==> config.mk <==
export PLATFORM = sky130hd
export DESIGN_NAME = pellet_tracker
export DESIGN_NICKNAME = d
export VERILOG_FILES = /design/src/rtl/pellet_tracker.sv
export SDC_FILE = /design/constraint.sdc
export NUM_CORES = 1
export LEC_CHECK = 0
export CAP_MARGIN = 10
export CORE_MARGIN = 2
export CORE_UTILIZATION = 30
export DETAILED_ROUTE_END_ITERATION = 16
export DONT_BUFFER_PORTS = 1
export PLACE_DENSITY = 0.41
export SKIP_CTS_REPAIR_TIMING = 1
export SKIP_LAST_GASP = 1
export SLEW_MARGIN = 15
export SYNTH_ARGS = -nofsm -noshare
export SYNTH_HDL_FRONTEND = slang
export SYNTH_SLANG_ARGS = --single-unit
export TNS_END_PERCENT = 30
==> constraint.sdc <==
create_clock -name Clk -period 4.8 [get_ports Clk]
set_input_delay 0.96 -clock Clk [delete_from_list [all_inputs] [get_ports Clk]]
set_output_delay 0.96 -clock Clk [all_outputs]
set_load 0.005 [all_outputs]
==> src/rtl/pellet_tracker.sv <==
// Pellet bitmap, score and level tracking for the player position stream.
// Eating is two-stage: register the tile under the player, then consume it.
module pellet_tracker #(
   parameter int unsigned TILE_COLS = 20,
   parameter int unsigned TILE_ROWS = 15,
   parameter logic [TILE_COLS*TILE_ROWS-1:0] PELLET_MASK = '1,
   parameter logic [TILE_COLS*TILE_ROWS-1:0] POWER_MASK =
      (300'd1 << 21) | (300'd1 << 38) | (300'd1 << 261) | (300'd1 << 278),
   parameter int unsigned PELLET_PTS = 10,
   parameter int unsigned POWER_PTS  = 50
) (
   input  logic        Clk,
   input  logic        Reset,
   input  logic [9:0]  playerX,
   input  logic [9:0]  playerY,
   input  logic        newLevel,
   input  logic [4:0]  qCol,
   input  logic [3:0]  qRow,
   output logic [1:0]  qPellet,
   output logic [15:0] score,
   output logic [8:0]  pelletsLeft,
   output logic        eatPulse,
   output logic        powerPulse,
   output logic        ready,
   output logic        levelClear,
   output logic [3:0]  level
);

   localparam int unsigned N_TILES  = TILE_COLS * TILE_ROWS;
   localparam logic [8:0]  LAST_IDX = 9'(N_TILES - 1);

   typedef enum logic [1:0] {S_INIT, S_PLAY, S_CLEAR} state_t;

   state_t              r_state;
   logic [N_TILES-1:0]  r_bitmap;
   logic [8:0]          r_init_idx;
   logic [15:0]         r_score;
   logic [8:0]          r_left;
   logic [3:0]          r_level;
   logic [1:0]          r_q;
   logic                r_eat;
   logic                r_pow;
   logic                r_ready;
   logic                r_clear;
   logic                r_at_centre;
   logic [8:0]          r_tile_idx;

   logic [4:0]  w_col;
   logic [4:0]  w_row;
   logic        w_at_centre;
   logic [8:0]  w_tile_idx;
   logic        w_q_valid;
   logic [8:0]  w_q_idx;
   logic [8:0]  w_q_sel;
   logic        w_eat_hit;
   logic [16:0] w_eat_pts;
   logic [16:0] w_score_sum;

   // Stage-1 tile decode; off-board or off-centre positions never form an index
   assign w_col       = playerX[9:5];
   assign w_row       = playerY[9:5];
   assign w_at_centre = (playerX[4:0] == 5'd0) && (playerY[4:0] == 5'd0) &&
                        (w_col < 5'(TILE_COLS)) && (w_row < 5'(TILE_ROWS));
   assign w_tile_idx  = 9'(w_row) * 9'(TILE_COLS) + 9'(w_col);

   assign w_q_valid   = (qCol < 5'(TILE_COLS)) && (qRow < 4'(TILE_ROWS));
   assign w_q_idx     = 9'(qRow) * 9'(TILE_COLS) + 9'(qCol);
   assign w_q_sel     = w_q_valid ? w_q_idx : 9'd0;

   assign w_eat_hit   = (r_state == S_PLAY) && r_at_centre && r_bitmap[r_tile_idx];
   assign w_eat_pts   = POWER_MASK[r_tile_idx] ? 17'(POWER_PTS) : 17'(PELLET_PTS);
   assign w_score_sum = {1'b0, r_score} + w_eat_pts;

   always_ff @(posedge Clk) begin
      if (!Reset) begin
         r_state     <= S_INIT;
         r_bitmap    <= '0;
         r_init_idx  <= 9'd0;
         r_score     <= 16'd0;
         r_left      <= 9'd0;
         r_level     <= 4'd0;
         r_q         <= 2'b00;
         r_eat       <= 1'b0;
         r_pow       <= 1'b0;
         r_ready     <= 1'b0;
         r_clear     <= 1'b0;
         r_at_centre <= 1'b0;
         r_tile_idx  <= 9'd0;
      end else begin
         r_eat       <= 1'b0;
         r_pow       <= 1'b0;
         r_at_centre <= (r_state == S_PLAY) && w_at_centre;
         r_tile_idx  <= w_at_centre ? w_tile_idx : 9'd0;

         // Query reads the pre-update bitmap, so a same-edge eat returns the old value
         if ((r_state != S_INIT) && w_q_valid)
            r_q <= {r_bitmap[w_q_sel] & POWER_MASK[w_q_sel],
                    r_bitmap[w_q_sel] & ~POWER_MASK[w_q_sel]};
         else
            r_q <= 2'b00;

         case (r_state)
            S_INIT: begin
               r_bitmap[r_init_idx] <= PELLET_MASK[r_init_idx];
               if (PELLET_MASK[r_init_idx])
                  r_left <= r_left + 9'd1;
               if (r_init_idx == LAST_IDX) begin
                  r_state <= S_PLAY;
                  r_ready <= 1'b1;
               end else begin
                  r_init_idx <= r_init_idx + 9'd1;
               end
            end
            S_PLAY: begin
               if (w_eat_hit) begin
                  r_bitmap[r_tile_idx] <= 1'b0;
                  r_left               <= r_left - 9'd1;
                  r_score              <= w_score_sum[16] ? 16'hFFFF : w_score_sum[15:0];
                  r_eat                <= 1'b1;
                  r_pow                <= POWER_MASK[r_tile_idx];
                  if (r_left == 9'd1) begin
                     r_state <= S_CLEAR;
                     r_ready <= 1'b0;
                     r_clear <= 1'b1;
                  end
               end
            end
            S_CLEAR: begin
               if (newLevel) begin
                  if (r_level != 4'hF)
                     r_level <= r_level + 4'd1;
                  r_left     <= 9'd0;
                  r_init_idx <= 9'd0;
                  r_clear    <= 1'b0;
                  r_state    <= S_INIT;
               end
            end
            default: r_state <= S_INIT;
         endcase
      end
   end

   assign qPellet     = r_q;
   assign score       = r_score;
   assign pelletsLeft = r_left;
   assign eatPulse    = r_eat;
   assign powerPulse  = r_pow;
   assign ready       = r_ready;
   assign levelClear  = r_clear;
   assign level       = r_level;

endmodule
==> results of run 1 <==
==> cell type report <==
type	instances	share of cell area
clock buffer	59	0.05557
inverter	31	0.005280
clock inverter	27	0.01184
sequential	357	0.3050
antenna	2	0.0002133
timing repair buffer	126	0.04352
tap	882	0.04704
multi-input combinational	1799	0.5315
==> per-stage QoR <==
step                hold slack [ps]  cells  setup WS, ps  instance area, um2  utilization
floorplan                     456.0   2414          1179               20640            -
global placement              469.5   3195         307.6               21870       0.3201
detailed placement            482.3   3195         337.8               21870       0.3201
CTS                           480.6   3281         416.4               23460       0.3432
global route                  501.2   3281         161.6               23460       0.3432
finish                        493.6   3283         368.4               23460       0.3433
==> registers in the layout, summed over array words and instances, names as in the netlist <==
name         flops
r_bitmap       300
powerPulse       1
w_eat_pts        1
qPellet          2
ready            1
eatPulse         1
r_state          2
r_at_centre      1
level            4
pelletsLeft      9
r_tile_idx       9
r_init_idx       9
score           16
levelClear       1
==> cell usage after synthesis (28+ instances only) <==
| master | number | area share |
|---|---|---|
| clkbuf_1 | 181 | 0.033 |
| nand3_1 | 72 | 0.017 |
| o211ai_1 | 66 | 0.024 |
| a311oi_1 | 28 | 0.012 |
| a211oi_1 | 124 | 0.045 |
| mux4_2 | 70 | 0.076 |
| nand2_1 | 223 | 0.041 |
| mux2i_1 | 101 | 0.049 |
| o21ai_0 | 187 | 0.045 |
| a21oi_1 | 313 | 0.076 |
| and3_1 | 36 | 0.011 |
| ha_1 | 32 | 0.019 |
| nor2_1 | 129 | 0.023 |
| dfxtp_1 | 357 | 0.35 |
| inv_1 | 28 | 0.0051 |
| nor3_1 | 32 | 0.0078 |
==> report_power, final <==
group	switching [uW]	total [uW]	leakage, uW	internal [uW]
logic	461	650	0.00381	189
registers	16.6	2990	0.00288	2970
clock network	1520	3710	0.000782	2190
==> metal layers <==
| metal | global-route usage | vias to the layer above | wire length, um |
|---|---|---|---|
| li1 | - | 9054 | - |
| met1 | 0.4045 | 10540 | 45790 |
| met2 | 0.4490 | 1227 | 46340 |
| met3 | 0.06349 | 313 | 9322 |
| met4 | 0.1669 | 4 | 6958 |
| met5 | 0 | - | 69 |
==> cell families (layout without fill, tap and decap cells) <==
kind of cell / count (synthesis) / after routing / synth area share
flops: 357 / 357 / 0.3463
buf+inv: 258 / 243 / 0.05444
mux: 184 / 184 / 0.1325
compound gates: 938 / 938 / 0.2927
simple gates: 617 / 617 / 0.1407
other cells: 0 / 2 / 0
xor+xnor: 24 / 24 / 0.01019
fa+ha+maj: 36 / 36 / 0.02328
==> final timing paths <==
path	start	endpoint	slack [ps]	cells after the start
worst max-delay path	r_tile_idx[1]$_SDFF_PP0_	r_bitmap[114]$_SDFFE_PN0P_	370	10
worst min-delay path	r_bitmap[138]$_SDFFE_PN0P_	r_bitmap[138]$_SDFFE_PN0P_	490	2
worst max register to register	r_tile_idx[1]$_SDFF_PP0_	r_bitmap[114]$_SDFFE_PN0P_	370	10
worst min register to register	r_bitmap[138]$_SDFFE_PN0P_	r_bitmap[138]$_SDFFE_PN0P_	490	2
==> cell usage in the layout, fill, tap and decap left out, types with 70 or more instances in the layout <==
cell type | synthesis | layout
a211oi_1 | 124 | 124
a21oi_1 | 313 | 313
buf_4 | 1 | 120
dfxtp_1 | 357 | 354
mux2i_1 | 101 | 101
mux4_2 | 70 | 70
nand2_1 | 223 | 223
nand3_1 | 72 | 72
nor2_1 | 129 | 125
o21ai_0 | 187 | 187
==> worst register-to-register path: cells and delay by family (launching register included) <==
kind | cells | cell delay, ps
and+or+nand+nor | 3 | 1730
buffers and inverters | 1 | 430
muxes | 2 | 700
AOI/OAI and AO/OA | 4 | 670
DFF | 1 | 810
==> impl_metrics.csv, run 1 <==
group,metric,value,unit
status,status,"completed",
routing,wl_per_cell,33.04,um
synth,synth-seq-area-share,0.3463,
synth,syn_area_per_cell,8.549,um2
grt,grt.total_usage,0.3013,
routing,vias,21140,
cts,cts_made_buffers,47,
floorplanning,die_area,70910,um2
synth,synth_area,20640,um2
synth,yosysUniqueCellTypes,85,
routing,drcViolationCount,0,
worst_setup_path,cp_max_fo,37,
cells_and_area,drive_gt1_frac,0.1467,
routing,first_iter_violations,2950,
cells_and_area,nNetsFinal,2430,
synth,ys_ff_latch,357,
routing,vias_per_cell,6.440,
sta,hold_viol,0,
worst_setup_path,startpoint_type,"flip-flop",
cts,cts_max_level,2,
pwr,cellPowerDensity,313.3,nW/um2
grt,first_global_vias,19970,
floorplanning,rows,96,
synth,synthArstFlopShare,0,
worst_setup_path,crit_chain,"buf_4, mux4_2, mux2i_1, o22a_1, a31oi_1, or4b_4, or3_1, and3_1, a21oi_1, o21bai_1",
worst_setup_path,slowest_stage,"dfxtp_4",
cells_and_area,seq_area,7156,um2
sta,fin_worst_skew,18.14,ps
placed_design,io_buffers,0,
sta,setup_viol,0,
floorplanning,ioPinCount,67,
routing,firstDrtPassIters,6,
placed_design,hpwl,73760,um
cells_and_area,multi_input_area,12470,um2
sta,rsz0062_at_grt,"no",
pwr,p_leak,0.007471,uW
floorplanning,die_h,266.3,um
grt,antenna_found_initial,2,
grt,overflow,0,
cts,cts_sinks,357,
pwr,power,7350,uW
sta,min_period_over_period,0.9232,
sta,worstMarginPinSlew,1266,ps
placed_design,routabilityCongestion,0.9639,
synth,ys_warn_count,0,
routing,antenna_left,0,
grt,grt_start_max_net_pins,196,
worst_setup_path,worstPathArrival,4940,ps
synth,synth_cells,2414,
cts,clk_pin_slew_worst_paths,60,ps
cts,cts_tree,"built",
cells_and_area,layout-area-overhead-vs-synth,13.68,%
worst_setup_path,end_kind,"flip-flop",
sta,maxSlewViolCount,0,
job,drv_cap,0,
sta,tns,0,ps
worst_setup_path,critical_path_class,"reg -> reg",
sta,max_freq,0.2257,GHz
routing,drt_wl_total,108500,um
floorplanning,die_x,266.3,um
synth,synthFlopType,"dfxtp_1",
cells_and_area,n_fill_cell,7003,
worst_setup_path,crit_family,"simple AND/OR/NAND/NOR gates",
cts,clk_path_buf_depth,3,
cts,cts-root-buf,"clkbuf_16",
pwr,vdd_drop_max,0.0002345,V
worst_setup_path,crit_buf_inv,1,
sta,relSlewSlack,0.1472,
grt,grt_pass1_wl,153700,um
floorplanning,coreArea,68350,um2
synth,synth_fp_nets,2482,
worst_setup_path,crit_required,5310,ps
floorplanning,start_util,0.3020,
cts,insertion_delay,610,ps
synth,synth_edf_count,0,
sta,final.min_clock_period,4432,ps
min_path,hp-class,"reg -> reg",
worst_setup_path,slowest_delay,810,ps
No activity file was read; power rests on OpenSTA's default activity.
==> run 2: changes to the inputs <==
--- a/config.mk
+++ b/config.mk
@@ -5,7 +5,6 @@
 export SDC_FILE = /design/constraint.sdc
 export NUM_CORES = 1
 export LEC_CHECK = 0
-export CAP_MARGIN = 10
 export CORE_MARGIN = 2
 export CORE_UTILIZATION = 30
 export DETAILED_ROUTE_END_ITERATION = 16
@@ -17,4 +16,4 @@
 export SYNTH_ARGS = -nofsm -noshare
 export SYNTH_HDL_FRONTEND = slang
 export SYNTH_SLANG_ARGS = --single-unit
-export TNS_END_PERCENT = 30
+export TNS_END_PERCENT = 5
==> constraint.sdc (replaced) <==
create_clock -name Clk -period 4.66 [get_ports Clk]
set_input_delay 0.932 -clock Clk [delete_from_list [all_inputs] [get_ports Clk]]
set_output_delay 0.932 -clock Clk [all_outputs]
set_load 0.005 [all_outputs]
==> run 2 against run 1 <==
  * Total power rose by 2.5%
  * Largest power group unchanged
  * Clock power grew 2%
  * Wire length up 0.37%
  * First-iteration DRC count decreased by 8.6%
  * Combinational power grew 3%
  * Sequential share of layout area is 0.079 points lower
==> impl_metrics.csv, run 2 (synthesis results as in run 1) <==
group,metric,value,unit
status,status,"completed",
cells_and_area,n_fill_cell,7055,
worst_setup_path,slowest_delay,720,ps
grt,first_global_vias,19800,
cts,cts_sinks,357,
placed_design,routabilityCongestion,0.9754,
sta,finalWorstSetupSlack,241.2,ps
pwr,p_leak,0.007507,uW
sta,worstMarginPinSlew,1105,ps
sta,max_freq,0.2263,GHz
cts,insertion_delay,600,ps
placed_design,dp.cells,3204,
sta,relSlewSlack,0.2627,
floorplanning,ioPinCount,67,
routing,vias,21270,
worst_setup_path,end_kind,"flip-flop",
min_path,hp-class,"reg -> reg",
worst_setup_path,startpoint_type,"flip-flop",
worst_setup_path,path_common_cell,"mux4_2",
routing,firstDrtPassIters,8,
grt,grt.total_usage,0.3008,
cells_and_area,stdcell_count,3289,
floorplanning,start_util,0.3020,
placed_design,placed_area,21940,um2
worst_setup_path,crit_buf_inv,1,
floorplanning,die_area,70910,um2
worst_setup_path,worstPathArrival,4860,ps
sta,maxSlewViolCount,0,
cts,clk_path_buf_depth,3,
placed_design,hpwl,74250,um
cells_and_area,postLayoutCellArea,23520,um2
cells_and_area,nNetsFinal,2437,
sta,setup_viol,0,
routing,wl_met1,45080,um
pwr,cellPowerDensity,320.4,nW/um2
floorplanning,rows,96,
sta,hold_viol,0,
placed_design,io_buffers,0,
cells_and_area,largest_reg_flops,300,
routing,antenna_left,0,
pwr,vdd_drop_max,0.0002161,V
grt,grt_start_max_net_pins,159,
job,drv_cap,0,
grt,antenna_found_initial,3,
worst_setup_path,crit_chain,"buf_12, mux4_2, mux4_2, nand2b_1, a32oi_1, o32ai_1, or3_1, a31oi_4, mux2i_1, a21oi_1",
grt,grt_pass1_wl,153300,um
worst_setup_path,crit_family,"compound AO/OA/AOI/OAI gates",
sta,tns,0,ps
grt,overflow,0,
cells_and_area,drive_gt1_frac,0.1481,
cells_and_area,top_register,"r_bitmap",
cells_and_area,layout_commonest_cell,"dfxtp_1",
sta,rsz0062_at_grt,"no",
sta,min_period_over_period,0.9482,
routing,dr.max_layer_used,"met4",
worst_setup_path,critical_path_class,"reg -> reg",
routing,dr_wl_met3,10290,um
worst_setup_path,crit_required,5100,ps
routing,wl_per_cell,33.10,um
routing,first_iter_violations,2695,
floorplanning,die_x,266.3,um
cells_and_area,final_cell_mix,"dfxtp_1, a21oi_1, nand2_1",
cts,cts_tree,"built",
routing,met2_length,46860,um
cells_and_area,layout-area-overhead-vs-synth,13.98,%
routing,drt_wl_total,108900,um
cts,cts_max_level,2,
cts,clk_pin_slew_worst_paths,60,ps
routing,vias_per_cell,6.467,
sta,final.min_clock_period,4419,ps
worst_setup_path,cp_max_fo,21,
floorplanning,coreArea,68350,um2
floorplanning,die_h,266.3,um
worst_setup_path,slowest_stage,"dfxtp_4",
sta,fin_worst_skew,21.65,ps
cts,cts-root-buf,"clkbuf_16",
routing,drcViolationCount,0,
placed_design,dp_slack,168.1,ps
cts,cts_made_buffers,45,
==> run 2: worst register-to-register path, cell delays in order (launching register included) <==
cell      delay [ps]
dfxtp_4          720
buf_12           290
mux4_2           530
mux4_2           460
nand2b_1         270
a32oi_1          440
o32ai_1          250
or3_1            540
a31oi_4          470
mux2i_1          230
a21oi_1           80
==> run 2: layout make-up <==
type | count | area [um2] | area share
tap | 882 | 1104 | 0.04691
antenna | 3 | 7.507 | 0.0003191
timing repair buffer | 135 | 1089 | 0.04628
clock inverter | 17 | 229.0 | 0.009734
clock buffer | 65 | 1344 | 0.05713
inverter | 31 | 123.9 | 0.005266
multi-input combinational | 1799 | 12470 | 0.5302
sequential | 357 | 7156 | 0.3042
==> run 2: path summary, 6_finish.rpt <==
check / to / slack [ps] / cells after the start / start
max: pelletsLeft[3]$_SDFFE_PN0P_ / 240 / 10 / r_tile_idx[0]$_SDFF_PP0_
max reg2reg: pelletsLeft[3]$_SDFFE_PN0P_ / 240 / 10 / r_tile_idx[0]$_SDFF_PP0_
min: r_bitmap[78]$_SDFFE_PN0P_ / 490 / 2 / r_bitmap[78]$_SDFFE_PN0P_
min reg2reg: r_bitmap[78]$_SDFFE_PN0P_ / 490 / 2 / r_bitmap[78]$_SDFFE_PN0P_
==> run 2: through the flow <==
step / power (uW) / utilization / hold WS, ps
2_1_floorplan: 3541 / - / 456.0
3_3_place_gp: 3790 / 0.3210 / 473.1
3_5_place_dp: 3789 / 0.3210 / 482.3
4_1_cts: 7568 / 0.3440 / 473.5
5_1_grt: 7730 / 0.3441 / 494.6
6_report: 7536 / 0.3442 / 492.8
==> run 2: metal layers <==
layer / up-vias / track usage
met5: - / 0
met4: 0 / 0.1617
met3: 307 / 0.06941
met2: 1297 / 0.4535
met1: 10590 / 0.3975
li1: 9075 / -
==> run 2: power by group <==
| group | internal (uW) | total [uW] | switching (uW) | leakage (uW) |
|---|---|---|---|---|
| clock | 2280 | 3790 | 1510 | 0.000768 |
| sequential | 3060 | 3080 | 18.0 | 0.00288 |
| combinational | 201 | 667 | 466 | 0.00386 |
| total | 5540 | 7540 | 1990 | 0.00751 |
